$ cat config.mk
export PLATFORM = sky130hd
export DESIGN_NAME = dlx_pipe_if
export DESIGN_NICKNAME = d
export VERILOG_FILES = /design/src/rtl/dlx_global_pkg.sv /design/src/rtl/dlx_pipe_if.sv
export SDC_FILE = /design/constraint.sdc
export NUM_CORES = 1
export LEC_CHECK = 0
export ABC_AREA = 0
export ABC_CLOCK_PERIOD_IN_PS = 5140
export BUFFER_PORTS_ARGS = -buffer_cell sky130_fd_sc_hd__clkbuf_2
export CORE_MARGIN = 5
export CORE_UTILIZATION = 35
export DETAILED_ROUTE_END_ITERATION = 12
export MAX_ROUTING_LAYER = met4
export PLACE_DENSITY = 0.59
export SLEW_MARGIN = 20
export SYNTH_ARGS = -nofsm -noshare
export SYNTH_HDL_FRONTEND = slang
export SYNTH_SLANG_ARGS = --single-unit
$ cat constraint.sdc
create_clock -name clk -period 5.14 [get_ports clk]
set_input_delay 0 -clock clk [delete_from_list [all_inputs] [get_ports clk]]
set_output_delay 0 -clock clk [all_outputs]
set_load 0.02 [all_outputs]
$ cat src/rtl/dlx_global_pkg.sv
// Shared DLX types and constants used across the pipeline stages.
// The fetch stage takes its word type, NOP encoding, PC step and FSM states from here.
package dlx_global_pkg;

  typedef logic [31:0] dlx_word;

  localparam dlx_word DLX_NOP    = 32'h0000_0000;
  localparam dlx_word DLX_PC_INC = 32'd4;

  typedef enum logic [2:0] {
    RUN,
    IC_WAIT,
    SQUASH,
    HOLD,
    HALTED
  } if_state;

endpackage

$ cat src/rtl/dlx_pipe_if.sv
// DLX instruction fetch stage: owns the PC, drives the instruction-memory request and loads IF/ID.
// Memory wait states, redirect squashes and pipeline freezes are handled by a five-state FSM.
module dlx_pipe_if
  import dlx_global_pkg::*;
#(
  parameter logic [31:0] RESET_PC = 32'h0000_0000
) (
  input  logic        clk,
  input  logic        rst,
  input  logic        stall,
  input  logic        dc_wait,
  input  logic        id_cond,
  input  logic [31:0] id_npc,
  input  logic        id_halt,
  input  logic        id_illegal_instr,
  output logic        if_ic_en,
  output logic [31:0] if_ic_addr,
  input  logic [31:0] ic_rdata,
  input  logic        ic_wait,
  output logic [31:0] if_id_ir,
  output logic [31:0] if_id_npc,
  output logic        if_halted
);

  if_state state_q, state_d;
  dlx_word pc_q, pc_d;
  dlx_word ir_q, ir_d;
  dlx_word npc_q, npc_d;
  dlx_word buf_q, buf_d;
  dlx_word pend_tgt_q, pend_tgt_d;
  logic    pend_halt_q, pend_halt_d;

  logic    freeze;
  logic    redir;
  logic    stop;
  logic    ic_en;
  dlx_word pc_inc;

  assign freeze = stall | dc_wait;
  assign redir  = id_cond & ~freeze;
  assign stop   = (id_halt | id_illegal_instr) & ~freeze;
  assign pc_inc = pc_q + DLX_PC_INC;

  always_comb begin
    // NOTE: every combinational output gets a default first, so no path leaves one unassigned and no latch is inferred.
    state_d     = state_q;
    pc_d        = pc_q;
    ir_d        = ir_q;
    npc_d       = npc_q;
    buf_d       = buf_q;
    pend_tgt_d  = pend_tgt_q;
    pend_halt_d = pend_halt_q;
    ic_en       = 1'b0;

    case (state_q)
      RUN: begin
        ic_en = ~freeze & ~stop;
        if (stop) begin
          state_d = HALTED;
          ir_d    = DLX_NOP;
        end else if (!freeze) begin
          if (redir) begin
            ir_d = DLX_NOP;
            if (ic_wait) begin
              pend_tgt_d = id_npc;
              state_d    = SQUASH;
            end else begin
              pc_d = id_npc;
            end
          end else if (ic_wait) begin
            ir_d    = DLX_NOP;
            state_d = IC_WAIT;
          end else begin
            ir_d  = ic_rdata;
            npc_d = pc_inc;
            pc_d  = pc_inc;
          end
        end
      end

      IC_WAIT: begin
        ic_en = 1'b1;
        if (stop) begin
          pend_halt_d = 1'b1;
          state_d     = SQUASH;
        end else if (redir) begin
          pend_tgt_d = id_npc;
          state_d    = SQUASH;
        end else if (!ic_wait) begin
          if (freeze) begin
            buf_d   = ic_rdata;
            state_d = HOLD;
          end else begin
            ir_d    = ic_rdata;
            npc_d   = pc_inc;
            pc_d    = pc_inc;
            state_d = RUN;
          end
        end
      end

      SQUASH: begin
        // The in-flight fetch must complete at its original address; only then is the target taken.
        ic_en = 1'b1;
        if (redir) begin
          pend_tgt_d = id_npc;
        end
        if (!ic_wait) begin
          if (!freeze) begin
            ir_d = DLX_NOP;
          end
          if (pend_halt_q) begin
            state_d = HALTED;
          end else begin
            pc_d    = redir ? id_npc : pend_tgt_q;
            state_d = RUN;
          end
        end
      end

      HOLD: begin
        if (stop) begin
          ir_d    = DLX_NOP;
          state_d = HALTED;
        end else if (!freeze) begin
          if (redir) begin
            pc_d = id_npc;
            ir_d = DLX_NOP;
          end else begin
            ir_d  = buf_q;
            npc_d = pc_inc;
            pc_d  = pc_inc;
          end
          state_d = RUN;
        end
      end

      HALTED: begin
        ic_en = 1'b0;
      end

      default: begin
        state_d = RUN;
      end
    endcase
  end

  always_ff @(posedge clk) begin
    // NOTE: sequential state uses non-blocking assignments so every flop samples pre-edge values.
    if (rst) begin
      state_q     <= RUN;
      pc_q        <= RESET_PC;
      ir_q        <= DLX_NOP;
      npc_q       <= '0;
      pend_tgt_q  <= '0;
      pend_halt_q <= 1'b0;
    end else begin
      state_q     <= state_d;
      pc_q        <= pc_d;
      ir_q        <= ir_d;
      npc_q       <= npc_d;
      pend_tgt_q  <= pend_tgt_d;
      pend_halt_q <= pend_halt_d;
    end
  end

  // NOTE: the fetch buffer is only read in HOLD, which always follows a write, so its data needs no reset.
  always_ff @(posedge clk) begin
    buf_q <= buf_d;
  end

  assign if_ic_en   = ic_en & ~rst;
  assign if_ic_addr = pc_q;
  assign if_id_ir   = ir_q;
  assign if_id_npc  = npc_q;
  assign if_halted  = (state_q == HALTED);

endmodule

==> impl_results.md, run 1 <==
- TNS Setup: 0 ps
- PD cells: 320 mW/mm2
- Slowest stage cell, crit path: a2111o_1
- Area delta synth->final: 28.4%
- CP peak stage delay: 840 ps
- RSZ-0062 raised after global routing: no
- Ys async rst share: 0
- Yosys warning total: 0
- Max-Cap Viols: 0
- WL met3: 1630 um
- Crit path capture type: register
- Via count: 7710
- Clock sink count: 164
- Fin worst setup slack: 1980 ps
- Initial antenna violation count: 0
- Peak supply drop: 0.000195 V
- Critical Path RT: 5490 ps
- Met2 Wirelength: 11600 um
- Nets@finish: 1157
- Crit path kind: register to register
- GRT Total Usage: 0.202
- Initial DRT Pass Iterations: 5
- Min Tclk post-route: 3160 ps
- CTS-repair resized insts: 0
- GP Congestion: 0.880
- Max H-tree Level: 4
- Fraction of layout cells with a size suffix above 1: 0.214
- Max layer used: met4
- Vias in the first global route: 7103
- Syn Nets: 981
- Buffers plus inverters on the worst setup path: 0
- Worst-Skew Late Latency: 420 ps
- Chip Width: 161 um
- Cell Chain, Critical Path: or3b_1, nor3_1, a2111o_1, o21ai_0, a21oi_1
- Slew @ Worst Pin: 1100 ps
- Number of flops mapped to enable cells by yosys: 32
- Setup Viol. Count Final: 0
- I/O Pins: 170
- CP top delay family: compound AO/OA/AOI/OAI gates
- Initial Util: 0.354
- Sequential share of the synthesized area: 0.451
- Crit Path Max Fanout: 31
- Max-slew violations: 0
- I/O Buffers: 169
- Worst min-delay path class: input port to register
- Critical Path AT: 3520 ps
- Largest net degree at the start of global routing: 76
- Drt drc: 0
- Die Area: 0.0260 mm2
- First-pass GRT wire length: 40800 um
- WL final: 26100 um
- CTS tree: yes
- Max clock buf depth: 2
- Top cells by area, synth: dfxtp_1, edfxtp_1, a21oi_1
- Cells after synthesis: 908
- Avg Cell Area, Syn: 8.81 um2
- Grt ovf: 0
- Top-area cell type share of the netlist area: 0.331
- Setup WS pre-CTS: 1990 ps
- Yosys cell types: 67
- Drt via density: 5.58
- Setup Skew: 11.3 ps
- Row count: 55
- Most used flip-flop cell after synthesis: dfxtp_1
- Core area: 0.0226 mm2
- Post-Route M1 WL: 12600 um
- Fill count: 2229
- Clock-pin slew on the worst setup and hold paths: 70 ps
- Synth Cell Area: 0.00800 mm2
- Post-DP HPWL: 17700 um
- Top cell type by total area after synthesis: dfxtp_1
- Final ANT Viol Nets: 0
- Die H: 161 um
- CP Launch Type: register
- DR iter-0 viols: 775
- Clk root buf: clkbuf_16
- Hold Vio Cnt, Final: 0
- Status: complete, no violations
- Avg WL per Cell: 18.9 um
- CTS buffer count: 17
- Antenna diode count: 0
- Leakage: 3.93 nW
- Part of the cycle the worst path needs: 0.616
- Relative slew margins: 0.263
- Max Freq: 316 MHz
- Synth Register Bits: 164
==> layer usage <==
metal | vias up | global-route usage
li1 | 3779 | -
met5 | - | -
met4 | 0 | 0.0469
met1 | 3641 | 0.292
met2 | 261 | 0.294
met3 | 29 | 0.0365
==> flip-flops by register name (all words and copies together) (netlist names) <==
name and cells:
state_q 3, if_ic_addr 32, pend_halt_q 1, buf_q 32
if_id_npc 32, pend_tgt_q 32, if_id_ir 32
==> stage by stage <==
step / hold WS, ps / util / area [um2] / total power [mW] / cells
2_1_floorplan: 98.9 / - / 8000 / 1.74 / 908
3_3_place_gp: 196 / 0.399 / 8990 / 1.91 / 1286
3_5_place_dp: 201 / 0.399 / 9000 / 1.92 / 1286
4_1_cts: 38.4 / 0.455 / 10300 / 3.31 / 1382
5_1_grt: 96.2 / 0.455 / 10300 / 3.42 / 1382
6_report: 53.2 / 0.455 / 10300 / 3.28 / 1382
==> final timing paths <==
check,start,to,depth (start not counted),slack (ps)
worst max-delay path,state_q[0]$_SDFFE_PP0P_,if_id_ir[31]$_SDFFE_PP0P_,5,1980
worst max register to register,state_q[0]$_SDFFE_PP0P_,if_id_ir[31]$_SDFFE_PP0P_,5,1980
worst min-delay path,id_cond,state_q[1]$_SDFFE_PP0P_,4,50
worst min register to register,if_id_ir[6]$_SDFFE_PP0P_,if_id_ir[6]$_SDFFE_PP0P_,2,480
==> cells in the final DEF, fill, tap and decap left out, types with 16 or more instances in the layout <==
master	count
dfxtp_1	132
nor3_1	30
nand2_1	35
a22o_1	43
buf_4	16
nor4_1	25
a21oi_1	94
edfxtp_1	32
clkbuf_16	17
clkbuf_2	168
nand4_1	41
xnor2_1	17
nor2_1	102
o21ai_0	67
mux2i_1	33
a211oi_1	29
dlygate4sd3_1	64
==> cell families after synthesis <==
| family | synth area share |
|---|---|
| xor gates and xnor gates | 0.0230 |
| and+or+nand+nor | 0.184 |
| buffers and inverters | 0.0495 |
| DFF | 0.451 |
| AOI/OAI and AO/OA | 0.249 |
| muxes | 0.0427 |
| adders and majority gates | 0.00156 |
==> cell type report <==
cell class,instances,area [um2],share of cell area
clock buffers,18,429,0.0418
well taps,285,357,0.0347
inverters,9,33.8,0.00329
multi-input cells,644,4050,0.394
flip-flops and latches,164,3600,0.351
clock inverters,14,194,0.0189
repair buffers,248,1600,0.156
==> Yosys cell counts (6+ instances only) <==
cell and n:
dfxtp_1 132, nor2_1 103, a21oi_1 94, clkbuf_1 73, o21ai_0 68, a22o_1 43
nand4_1 41, nand2_1 36, mux2i_1 33, edfxtp_1 32, nor3_1 31, a211oi_1 29
nor4_1 25, xnor2_1 17, nand3_1 11, buf_2 10, a22oi_1 9, inv_1 9
a311oi_1 7, and4_1 6, buf_1 6, o31a_1 6
==> report_power, final <==
part	switching (mW)	internal, mW	leakage (nW)
Combinational	0.318	0.196	2.27
Clock	0.569	0.782	0.297
Sequential	0.0501	1.37	1.36
Total	0.937	2.35	3.93
==> tightest hold or removal path, stage by stage <==
cell	delay, ps
clkbuf_2	120
mux2_2	150
a31oi_1	70
nor2_1	90
==> what timing repair did <==
item	CTS	global route
hold endpoints to repair	69	0
setup buffers	0	0
hold buffers	64	0
No activity file was read; power rests on OpenSTA's default activity.
==> inputs of run 2 (changes only) <==
--- a/config.mk
+++ b/config.mk
@@ -6,13 +6,13 @@
 export NUM_CORES = 1
 export LEC_CHECK = 0
 export ABC_AREA = 0
-export ABC_CLOCK_PERIOD_IN_PS = 5140
+export ABC_CLOCK_PERIOD_IN_PS = 2750
 export BUFFER_PORTS_ARGS = -buffer_cell sky130_fd_sc_hd__clkbuf_2
 export CORE_MARGIN = 5
 export CORE_UTILIZATION = 35
 export DETAILED_ROUTE_END_ITERATION = 12
 export MAX_ROUTING_LAYER = met4
-export PLACE_DENSITY = 0.59
+export PLACE_DENSITY = 0.61
 export SLEW_MARGIN = 20
 export SYNTH_ARGS = -nofsm -noshare
 export SYNTH_HDL_FRONTEND = slang
==> constraint.sdc (replaced) <==
create_clock -name clk -period 2.75 [get_ports clk]
set_input_delay 0 -clock clk [delete_from_list [all_inputs] [get_ports clk]]
set_output_delay 0 -clock clk [all_outputs]
set_load 0.02 [all_outputs]
==> run 2 against run 1 <==
Non-clock buffer count up 33. Final cell count up 2.4%. Maximum frequency up 30%. Die area unchanged. First-iteration DRC count fell by 13%. Routed wire length up 0.16%. Via count is 2.3% higher. Highest routed layer unchanged.
==> impl_results.md, run 2 (synthesis gave the netlist of run 1 again) <==
- Status: complete, no violations
- Most frequent cells in the layout: clkbuf_2, dfxtp_1, nor2_1
- Fraction of layout cells with a size suffix above 1: 0.235 (+0.0203)
- Max H-tree Level: 4 (unchanged)
- Critical Path RT: 3090 ps (-2400 ps)
- Reg-to-reg endpoint: if_ic_addr[28]$_SDFFE_PP0P_
- Largest net degree at the start of global routing: 46 (-39%)
- Pwr Total: 5.93 mW (+81%)
- CP Launch Type: register
- Setup Skew: 10.1 ps (-1.15 ps)
- I/O Buffers: 169 (unchanged)
- Initial DRT Pass Iterations: 5 (unchanged)
- Grt ovf: 0 (unchanged)
- Peak supply drop: 0.000384 V (+97%)
- Area delta synth->final: 31.0%
- Max-Cap Viols: 0 (unchanged)
- Hold Vio Cnt, Final: 0 (unchanged)
- Fill count: 2237 (+0.36%)
- Worst Reg-to-Reg Cells: 6 (+1)
- WL final: 26200 um (+0.16%)
- Crit Path Max Fanout: 10 (-68%)
- CTS tree: yes
- Crit path kind: register to register
- First-pass GRT wire length: 42300 um (+3.6%)
- Worst min-delay path class: input port to register
- Hold endpoint: state_q[1]$_SDFFE_PP0P_
- Core area: 0.0226 mm2 (unchanged)
- Min Tclk post-route: 2430 ps (-735 ps)
- CTS-repair resized insts: 0 (unchanged)
- Crit. Startpoint: if_ic_addr[2]$_SDFFE_PP0P_
- Commonest non-fill, non-tap cell in the layout: clkbuf_2
- Relative slew margins: 0.259 (-0.00422)
- Die Area: 0.0260 mm2 (unchanged)
- Initial Util: 0.354 (unchanged)
- Chip Width: 161 um (unchanged)
- Post-DP HPWL: 18400 um (+3.9%)
- RSZ-0062 raised after global routing: no
- Row count: 55 (unchanged)
- Clock sink count: 164 (unchanged)
- Critical Path AT: 2770 ps (-750 ps)
- Part of the cycle the worst path needs: 0.883 (+0.268)
- Max clock buf depth: 2 (unchanged)
- CTS buffer count: 17 (unchanged)
- Worst r2r src: if_ic_addr[2]$_SDFFE_PP0P_
- DR iter-0 viols: 678 (-13%)
- Drt via density: 5.57 (about the same)
- Setup WS pre-CTS: 340 ps (-1650 ps)
- Clock-pin slew on the worst setup and hold paths: 60 ps (about the same)
- Initial antenna violation count: 0 (unchanged)
- Crit path capture type: register
- Drt drc: 0 (unchanged)
- TNS Setup: 0 ps (unchanged)
- GRT Total Usage: 0.205 (+0.00364)
- Setup Viol. Count Final: 0 (unchanged)
- Die H: 161 um (unchanged)
- Avg WL per Cell: 18.5 um (-2.2%)
- Max Freq: 412 MHz (+30%)
- Worst-Skew Late Latency: 430 ps (about the same)
- Max-slew violations: 0 (unchanged)
- Reg2reg setup slack: 320 ps (-1650 ps)
- Nets@finish: 1190 (+2.9%)
- I/O Pins: 170 (unchanged)
- Hold Startpoint: id_cond
- Via count: 7887 (+2.3%)
- Clk root buf: clkbuf_16
- WHS Path Cells: 4 (unchanged)
- Final ANT Viol Nets: 0 (unchanged)
- Fin worst setup slack: 321 ps (-1650 ps)
- Slew @ Worst Pin: 1110 ps (+9.01 ps)
- PD cells: 566 mW/mm2 (+77%)
- GP Congestion: 0.900 (+2.3%)
- Leakage: 4.07 nW (+3.7%)
- Vias in the first global route: 7644 (+7.6%)
- Antenna diode count: 0 (unchanged)
-- run 2: how the worst max path moves through the flow --
| stage | endpoint | depth (start not counted) |
|---|---|---|
| final | if_ic_addr[28]$_SDFFE_PP0P_ | 6 |
| after global routing | if_ic_addr[26]$_SDFFE_PP0P_ | 6 |
| after CTS | if_ic_addr[28]$_SDFFE_PP0P_ | 6 |
| after detailed placement | if_ic_addr[28]$_SDFFE_PP0P_ | 6 |
| after global placement | if_ic_addr[28]$_SDFFE_PP0P_ | 6 |
| after floorplan | buf_q[0]$_DFFE_PP_ | 4 |
-- run 2: cell type report --
cell class	instances	area, um2	share of cell area
clock inverters	14	128	0.0122
inverters	9	33.8	0.00322
repair buffers	281	1890	0.180
well taps	285	357	0.0340
clock buffers	18	429	0.0410
multi-input cells	644	4040	0.386
flip-flops and latches	164	3600	0.344
-- run 2: metal layers --
layer  vias up  track usage  wire, um
met1      3737        0.292     12500
met5         -            -         0
met3        33       0.0378      1670
met4         0       0.0582       499
li1       3843            -         -
met2       274        0.300     11500
-- run 2: where the power goes --
| part | switching (mW) | internal, mW | total (mW) |
|---|---|---|---|
| clock network | 1.02 | 1.25 | 2.27 |
| logic | 0.617 | 0.405 | 1.02 |
| registers | 0.0769 | 2.56 | 2.64 |
-- run 2: what timing repair did --
item,in CTS,in global routing
hold buffers,64,0
hold endpoints to repair,67,0
buffers inserted,0,0
-- run 2: worst max-delay path, stage by stage (launching register included) --
cell,delay [ps]
dfxtp_1,330
ha_1,230
nand3_4,150
or4_1,740
or3_1,440
a31o_1,240
a311oi_2,210
-- run 2: through the flow --
step / instances / util / hold WS [ps] / area (um2)
detailed placement: 1319 / 0.411 / 196 / 9280
global placement: 1319 / 0.411 / 195 / 9280
floorplan: 908 / - / 98.9 / 8000
CTS: 1415 / 0.464 / 15.6 / 10500
global route: 1415 / 0.464 / 57.0 / 10500
finish: 1415 / 0.464 / 36.3 / 10500
==> inputs of run 3 (changes only) <==
--- a/config.mk
+++ b/config.mk
@@ -8,12 +8,13 @@
 export ABC_AREA = 0
 export ABC_CLOCK_PERIOD_IN_PS = 2750
 export BUFFER_PORTS_ARGS = -buffer_cell sky130_fd_sc_hd__clkbuf_2
+export CORE_ASPECT_RATIO = 1.75
 export CORE_MARGIN = 5
 export CORE_UTILIZATION = 35
 export DETAILED_ROUTE_END_ITERATION = 12
 export MAX_ROUTING_LAYER = met4
 export PLACE_DENSITY = 0.61
-export SLEW_MARGIN = 20
+export SLEW_MARGIN = 5
 export SYNTH_ARGS = -nofsm -noshare
 export SYNTH_HDL_FRONTEND = slang
 export SYNTH_SLANG_ARGS = --single-unit
==> run 3 against run 2 <==
Sequential share of layout area shrank 0.24 points. Final cell count grew 1.5%. Critical endpoint is now if_id_npc[29]$_SDFFE_PP0P_. Via count grew 0.86%.
==> impl_results.md, run 3 (synthesis gave the netlist of run 1 again) <==
- Status: complete, no violations
- Die Area: 0.0261 mm2 (+0.46%)
- Core area: 0.0227 mm2 (+0.35%)
- Worst r2r src: state_q[1]$_SDFFE_PP0P_
- Clock sink count: 164 (unchanged)
- CTS buffer count: 17 (unchanged)
- Crit path kind: register to register
- GRT Total Usage: 0.220 (+0.0146)
- Row count: 73 (+33%)
- Pwr Total: 6.06 mW (+2.1%)
- WL final: 28400 um (+8.5%)
- RSZ-0062 raised after global routing: no
- Avg WL per Cell: 19.8 um (+6.9%)
- Critical Path AT: 2760 ps (about the same)
- CP Launch Type: register
- Peak supply drop: 0.000431 V (+12%)
- Hold Startpoint: id_cond
- Buffers plus inverters on the worst setup path: 1 (+1)
- Vias in the first global route: 7854 (+2.7%)
- Via count: 7955 (+0.86%)
- PD cells: 574 mW/mm2 (+1.4%)
- Commonest non-fill, non-tap cell in the layout: clkbuf_2
- Max H-tree Level: 4 (unchanged)
- Clock network power share: 0.393 (+0.010)
- I/O Buffers: 169 (unchanged)
- I/O Pins: 170 (unchanged)
- P_int: 4.30 mW (+2.0%)
- P_sw: 1.75 mW (+2.5%)
- DR iter-0 viols: 605 (-11%)
- Reg2reg setup slack: 300 ps (-20 ps)
- Fraction of layout cells with a size suffix above 1: 0.237 (+0.00270)
- Chip Width: 124 um (-23%)
- CTS tree: yes
- CP peak stage delay: 550 ps (-190 ps)
- WHS Path Cells: 4 (unchanged)
- Setup Viol. Count Final: 0 (unchanged)
- Leakage: 4.11 nW (+1.0%)
- Initial antenna violation count: 2 (+2)
- Finished layout cell area: 0.0106 mm2 (+0.69%)
- Hold endpoint: state_q[1]$_SDFFE_PP0P_
- Clock-pin slew on the worst setup and hold paths: 70 ps (about the same)
- Worst min-delay path class: input port to register
- Max-slew violations: 0 (unchanged)
- Max Freq: 409 MHz (-0.70%)
- Crit path capture type: register
- Initial DRT Pass Iterations: 6 (+1)
- Part of the cycle the worst path needs: 0.890 (+0.00620)
- Largest net degree at the start of global routing: 70 (+52%)
- TNS Setup: 0 ps (unchanged)
- Sequential power share: 0.436 (-0.009)
- Slowest stage cell, crit path: dfxtp_1
- Max clock buf depth: 2 (unchanged)
- Nets@finish: 1194 (+0.34%)
- Die H: 210 um (+30%)
- Placement Cell Area: 0.00932 mm2 (+0.46%)
- Critical Path RT: 3060 ps (-30 ps)
- Comb pwr share: 0.171 (about the same)
- GP Congestion: 0.912 (+1.3%)
- Sw Ratio: 0.289 (+0.000865)
- Grt ovf: 0 (unchanged)
- Drt via density: 5.54 (-0.61%)
- Final ANT Viol Nets: 0 (unchanged)
- Min Tclk post-route: 2450 ps (+17.0 ps)
- Most frequent cells in the layout: clkbuf_2, dfxtp_1, nor2_1
- Cell Chain, Critical Path: nor2b_1, o21ai_1, o2111ai_1, buf_4, nor4_1, nor3_1
- Fill count: 2260 (+1.0%)
- Area delta synth->final: 32.0%
- Setup repair bufs after CTS: 0 (unchanged)
- Crit Path Max Fanout: 12 (+2)
- Fin worst setup slack: 304 ps (-17.0 ps)
- Setup WS pre-CTS: 315 ps (-24.3 ps)
- Relative slew margins: 0.447 (+0.188)
- Clk root buf: clkbuf_16
- Drt drc: 0 (unchanged)
- Slew @ Worst Pin: 829 ps (-283 ps)
- CP top delay family: compound AO/OA/AOI/OAI gates
- Worst Reg-to-Reg Cells: 6 (unchanged)
- First-pass GRT wire length: 44300 um (+4.7%)
- Hold Vio Cnt, Final: 0 (unchanged)
- Reg-to-reg endpoint: if_id_npc[29]$_SDFFE_PP0P_
- Worst-Skew Late Latency: 430 ps (about the same)
- Post-DP HPWL: 20100 um (+9.4%)
- Max-Cap Viols: 0 (unchanged)
- Setup Skew: 8.46 ps (-1.69 ps)
- Initial Util: 0.353 (-0.00125)
- Final Util: 0.466 (+0.00156)
## run 3: area by class of cell
class | instances | area, um2 | share of cell area
multi-input combinational | 644 | 4050 | 0.384
clock buffer | 20 | 468 | 0.0444
sequential | 164 | 3600 | 0.342
tap | 300 | 375 | 0.0356
inverter | 9 | 33.8 | 0.00320
timing repair buffer | 285 | 1900 | 0.181
clock inverter | 12 | 114 | 0.0108
antenna | 2 | 5.00 | 0.000474
## run 3: worst max-delay path by stage
stage,startpoint,end,cells past startpoint
after CTS,state_q[1]$_SDFFE_PP0P_,if_id_npc[29]$_SDFFE_PP0P_,6
after floorplan,state_q[1]$_SDFFE_PP0P_,buf_q[0]$_DFFE_PP_,4
after detailed placement,state_q[1]$_SDFFE_PP0P_,if_id_npc[29]$_SDFFE_PP0P_,6
final,state_q[1]$_SDFFE_PP0P_,if_id_npc[29]$_SDFFE_PP0P_,6
after global placement,if_ic_addr[2]$_SDFFE_PP0P_,if_ic_addr[28]$_SDFFE_PP0P_,6
after global routing,if_ic_addr[3]$_SDFFE_PP0P_,if_ic_addr[28]$_SDFFE_PP0P_,6
## run 3: power groups by stage
stage | Clock, mW | Sequential (mW) | Combinational (mW)
after global routing | 2.54 | 2.65 | 1.12
after floorplan | 0 | 2.76 | 0.503
after global placement | 0 | 2.69 | 0.954
after CTS | 2.43 | 2.64 | 1.04
after detailed placement | 0 | 2.69 | 0.965
final | 2.38 | 2.64 | 1.04
## run 3: metrics by stage
step                      hold slack, ps  cells
after detailed placement             198   1338
after global routing                74.8   1436
after CTS                           28.0   1434
after floorplan                     98.9    908
final                               46.3   1436
after global placement               197   1338
## run 3: worst reg2reg max path, cell delays in order (launching register included)
cell	delay, ps
dfxtp_1	550
nor2b_1	180
o21ai_1	330
o2111ai_1	480
buf_4	350
nor4_1	370
nor3_1	70
## run 3: layer usage
layer  track usage  share of wire  vias to the layer above
met2         0.393           0.53                      295
li1              -              -                     3857
met3        0.0347          0.043                       77
met4         0.139          0.066                        0
met1         0.223           0.36                     3726
met5             -              0                        -
## run 3: what timing repair did
item,4_1_cts,5_1_grt
gates resized for setup,0,0
endpoints found under the hold margin,72,0
hold buffers,64,0
